File: src/rtl/burst_memory.sv
// Burst-capable word memory with per-byte write strobes, wrap-around
// burst addressing and out-of-range error reporting.
module burst_memory #(
  parameter int unsigned WIDTH      = 16,
  parameter int unsigned ADDR_WIDTH = 4,
  parameter int unsigned DEPTH      = 16,
  parameter int unsigned LEN_WIDTH  = 3
) (
  input  logic                   clk_i,
  input  logic                   rst_i,
  input  logic                   valid_i,
  output logic                   ready_o,
  input  logic                   wr_rd_en_i,
  input  logic [ADDR_WIDTH-1:0]  addr_i,
  input  logic [LEN_WIDTH-1:0]   len_i,
  input  logic [WIDTH-1:0]       wdata_i,
  input  logic [WIDTH/8-1:0]     wstrb_i,
  output logic [WIDTH-1:0]       rdata_o,
  output logic                   rvalid_o,
  output logic                   rlast_o,
  output logic                   err_o
);

  localparam int unsigned STRB_W = WIDTH / 8;
  localparam int unsigned CMP_W  = ADDR_WIDTH + 1;

  typedef enum logic [1:0] {
    IDLE  = 2'd0,
    WRITE = 2'd1,
    READ  = 2'd2
  } state_t;

  state_t                  state;
  state_t                  next_state;
  logic [ADDR_WIDTH-1:0]   addr_q;
  logic [ADDR_WIDTH-1:0]   next_addr;
  logic [LEN_WIDTH-1:0]    rem_q;
  logic [LEN_WIDTH-1:0]    next_rem;
  logic [ADDR_WIDTH-1:0]   beat_addr;
  logic                    handshake;
  logic                    in_range;
  logic                    wr_en;
  logic                    rd_en;
  logic                    rd_last;
  logic                    rd_err_q;
  logic [WIDTH-1:0]        mem [DEPTH];

  // Requests and write beats are accepted outside of reset whenever no read burst is streaming.
  assign ready_o   = !rst_i && (state != READ);
  assign handshake = valid_i && ready_o;

  // Write errors flag the handshake cycle itself; read errors travel with the registered beat.
  assign err_o = (wr_en && !in_range) || rd_err_q;

  // State register.
  always_ff @(posedge clk_i) begin
    if (rst_i) begin
      state <= IDLE;
    end else begin
      state <= next_state;
    end
  end

  // Next-state, beat address and burst bookkeeping.
  always_comb begin
    next_state = state;
    next_addr  = addr_q;
    next_rem   = rem_q;
    beat_addr  = addr_q;
    wr_en      = 1'b0;
    rd_en      = 1'b0;
    rd_last    = 1'b0;
    case (state)
      IDLE: begin
        beat_addr = addr_i;
        if (handshake) begin
          next_addr = addr_i + ADDR_WIDTH'(1);
          next_rem  = len_i;
          if (wr_rd_en_i) begin
            wr_en = 1'b1;
            if (len_i != '0) begin
              next_state = WRITE;
            end
          end else begin
            rd_en      = 1'b1;
            rd_last    = (len_i == '0);
            next_state = READ;
          end
        end
      end
      WRITE: begin
        if (handshake) begin
          wr_en     = 1'b1;
          next_addr = addr_q + ADDR_WIDTH'(1);
          next_rem  = rem_q - LEN_WIDTH'(1);
          if (rem_q == LEN_WIDTH'(1)) begin
            next_state = IDLE;
          end
        end
      end
      READ: begin
        // rem_q counts beats still to emit after the one currently on rdata_o.
        if (rem_q == '0) begin
          next_state = IDLE;
        end else begin
          rd_en     = 1'b1;
          rd_last   = (rem_q == LEN_WIDTH'(1));
          next_addr = addr_q + ADDR_WIDTH'(1);
          next_rem  = rem_q - LEN_WIDTH'(1);
        end
      end
      default: begin
        next_state = IDLE;
      end
    endcase
  end

  assign in_range = CMP_W'(beat_addr) < CMP_W'(DEPTH);

  // Storage, burst counters and registered read channel.
  always_ff @(posedge clk_i) begin
    if (rst_i) begin
      for (int unsigned i = 0; i < DEPTH; i++) begin
        mem[i] <= '0;
      end
      addr_q   <= '0;
      rem_q    <= '0;
      rdata_o  <= '0;
      rvalid_o <= 1'b0;
      rlast_o  <= 1'b0;
      rd_err_q <= 1'b0;
    end else begin
      addr_q   <= next_addr;
      rem_q    <= next_rem;
      rvalid_o <= rd_en;
      rlast_o  <= rd_last;
      rd_err_q <= rd_en && !in_range;
      rdata_o  <= (rd_en && in_range) ? mem[beat_addr] : '0;
      if (wr_en && in_range) begin
        for (int unsigned b = 0; b < STRB_W; b++) begin
          if (wstrb_i[b]) begin
            mem[beat_addr][b*8 +: 8] <= wdata_i[b*8 +: 8];
          end
        end
      end
    end
  end

endmodule

File: config.mk
export PLATFORM = sky130hd
export DESIGN_NAME = burst_memory
export DESIGN_NICKNAME = d
export VERILOG_FILES = /design/src/rtl/burst_memory.sv
export SDC_FILE = /design/constraint.sdc
export NUM_CORES = 1
export LEC_CHECK = 0
export BUFFER_PORTS_ARGS = -buffer_cell sky130_fd_sc_hd__buf_4
export CAP_MARGIN = 40
export CORE_ASPECT_RATIO = 0.5
export CORE_UTILIZATION = 56
export DETAILED_ROUTE_END_ITERATION = 12
export PLACE_DENSITY = 0.88
export SLEW_MARGIN = 40
export SYNTH_ARGS = -nofsm -noshare
export SYNTH_HDL_FRONTEND = slang
export SYNTH_SLANG_ARGS = --single-unit
File: constraint.sdc
create_clock -name clk_i -period 2.6 [get_ports clk_i]
set_input_delay 0.78 -clock clk_i [delete_from_list [all_inputs] [get_ports clk_i]]
set_output_delay 0.78 -clock clk_i [all_outputs]
set_load 0.03 [all_outputs]
==> impl_metrics.env <==
export IMPL_num_vias=8436
export IMPL_cpPeakStageDelay_ns=0.37
export IMPL_hp_class="reg -> reg"
export IMPL_outcome="completed"
export IMPL_yosys_warnings=0
export IMPL_fin_skew_ns=0.00822
export IMPL_p_leak_nw=5.65
export IMPL_synthArstFlopShare=0
export IMPL_synth_area_sq_um=13000
export IMPL_final_max_slew_violation_count=0
export IMPL_hpwl_um=20700
export IMPL_grt_usage=0.265
export IMPL_setup_worst_path_end_class="primary output"
export IMPL_seq_area_frac_synth=0.635
export IMPL_fp_row_count=38
export IMPL_start_util=0.585
export IMPL_diodes=0
export IMPL_die_area_sq_um=23800
export IMPL_grt_pass1_wl_um=46600
export IMPL_cts_max_level=1
export IMPL_cts_buffers=25
export IMPL_whs_ns=0.470
export IMPL_die_w_um=217
export IMPL_cap_viol_max_count=0
export IMPL_post_synth_num_cell_types=57
export IMPL_drcViolationCount=0
export IMPL_avgSynthCellArea_sq_um=13.4
export IMPL_cts_setup_buffers=0
export IMPL_period_share=0.981
export IMPL_yosys_top_cells_area="edfxtp_1, and2_1, a22o_1"
export IMPL_cp_max_fo=24
export IMPL_layout_drive_gt1_share=0.210
export IMPL_wl_um=31200
export IMPL_cts_sinks=283
export IMPL_overflow=0
export IMPL_ys_seq_elements=283
export IMPL_worstSetupPathType="in -> out"
export IMPL_synthCells=970
export IMPL_rsz0062_at_grt="no"
export IMPL_slew_headroom=0.431
export IMPL_io_buffers=47
export IMPL_drt_first_pass_iters=6
export IMPL_fmax_mhz=392
export IMPL_ioPinCount=49
export IMPL_crit_arrival_ns=1.77
export IMPL_synth_ff_type="edfxtp_1"
export IMPL_crit_path_top_delay_cell="buf_4"
export IMPL_utilization=0.666
export IMPL_cts_path_max_buffers=3
export IMPL_powerDensity_nw_per_um2=719
export IMPL_period_minus_slack_ns=2.55
export IMPL_cp_start_kind="input port"
export IMPL_hold_viol_final=0
export IMPL_cpMostUsedCell="buf_4"
export IMPL_cts_root_buf="clkbuf_16"
export IMPL_cts_tree="yes"
export IMPL_clk_pin_slew_ns=0.07
export IMPL_synth_edf_count=256
export IMPL_grt_max_degree=50
export IMPL_vias_per_cell=6.16
export IMPL_yosysTopAreaCellShare=0.593
export IMPL_first_global_vias=8207
export IMPL_required_ns=1.82
export IMPL_wire_per_inst_um=22.8
export IMPL_ir_worst_vdd_mv=0.467
export IMPL_yosys_area_top_type="edfxtp_1"
export IMPL_clock_latency_ns=0.53
export IMPL_drt_iter0_markers=1088
export IMPL_tightest_slew_ns=0.853
export IMPL_synthTopCellsByCount="and2_1, edfxtp_1, a22o_1"
export IMPL_synth_nets=1006
export IMPL_core_sq_um=22200
export IMPL_crit_chain="buf_4 > buf_4 > buf_4 > nor2_1 > buf_4"
export IMPL_syn_to_final_growth_pct=13.8
export IMPL_drtAntennaViolNets=0
export IMPL_nets=1087
export IMPL_gp_congestion=0.902
export IMPL_die_h_um=110
export IMPL_setup_violations=0
export IMPL_antenna_found_initial=0
critical path: cells and delay by family:
kind                   cells  cell delay, ns
buffers and inverters      4            0.89
AND/OR/NAND/NOR            1            0.08
kinds of logic after synthesis:
group,after synthesis,share of synthesized area
muxes,23,0.0339
DFF,283,0.635
and+or+nand+nor,418,0.202
adders and majority gates,7,0.00676
other,1,0.000289
AOI/OAI and AO/OA,178,0.102
buffers and inverters,60,0.0208
path summary, 6_finish.rpt:
kind         slack (ns)         to      from  cells past startpoint
max                0.05    ready_o     rst_i                      5
min                0.47   rem_q[1]  rem_q[1]                      2
max reg2reg        0.10  mem[7][1]  state[1]                      7
min reg2reg        0.47   rem_q[1]  rem_q[1]                      2
where the power goes:
part | internal [mW] | switching [mW]
logic | 0.733 | 1.13
registers | 5.14 | 0.0967
clock network | 1.90 | 1.60
routing by layer:
layer  GRT usage  share of wire  wire, um
met5           0              0         0
met4      0.0865          0.031       974
met3      0.0387          0.097      3030
met2       0.458           0.48     14900
met1       0.351           0.39     12300
cell usage in the layout, fill, tap and decap left out, drive strengths merged, types with 21 or more instances in the layout:
cell type	count
o21ai	57
dfxtp	27
nand2	33
and2	256
edfxtp	256
clkbuf	32
nor3	21
or2	35
buf	107
nor2	29
a22o	96
what timing repair did:
item                                    CTS  global route
gates resized for setup                   1             1
hold buffers                              0             0
endpoints found under the setup margin  102            72
metrics by stage:
stage                     cell area, sq um  power [mW]  setup TNS, ns  worst slack, ns  std cells
after global routing                 14700        10.9              0           0.0133       1370
after floorplan                      13000        6.51              0           0.0424        970
after global placement               14000        7.03       -0.00250        -0.000436       1324
final                                14700        10.6              0           0.0501       1370
after detailed placement             14000        7.11          -2.81          -0.0861       1324
after CTS                            14700        10.6              0          0.00525       1370
flip-flops by register name (all words and copies together) (netlist names):
register / flops
rem_q: 3
rvalid_o: 1
rlast_o: 1
mem: 256
rdata_o: 16
state: 2
addr_q: 4
layout make-up:
cell class / instances / area [sq um]
flip-flops and latches: 283 / 8230
clock buffers: 32 / 662
clock inverters: 14 / 97.6
multi-input cells: 627 / 4480
well taps: 300 / 375
fillers: 1500 / 7410
repair buffers: 107 / 878
inverters: 7 / 26.3
(Power assumes the default switching activity.)
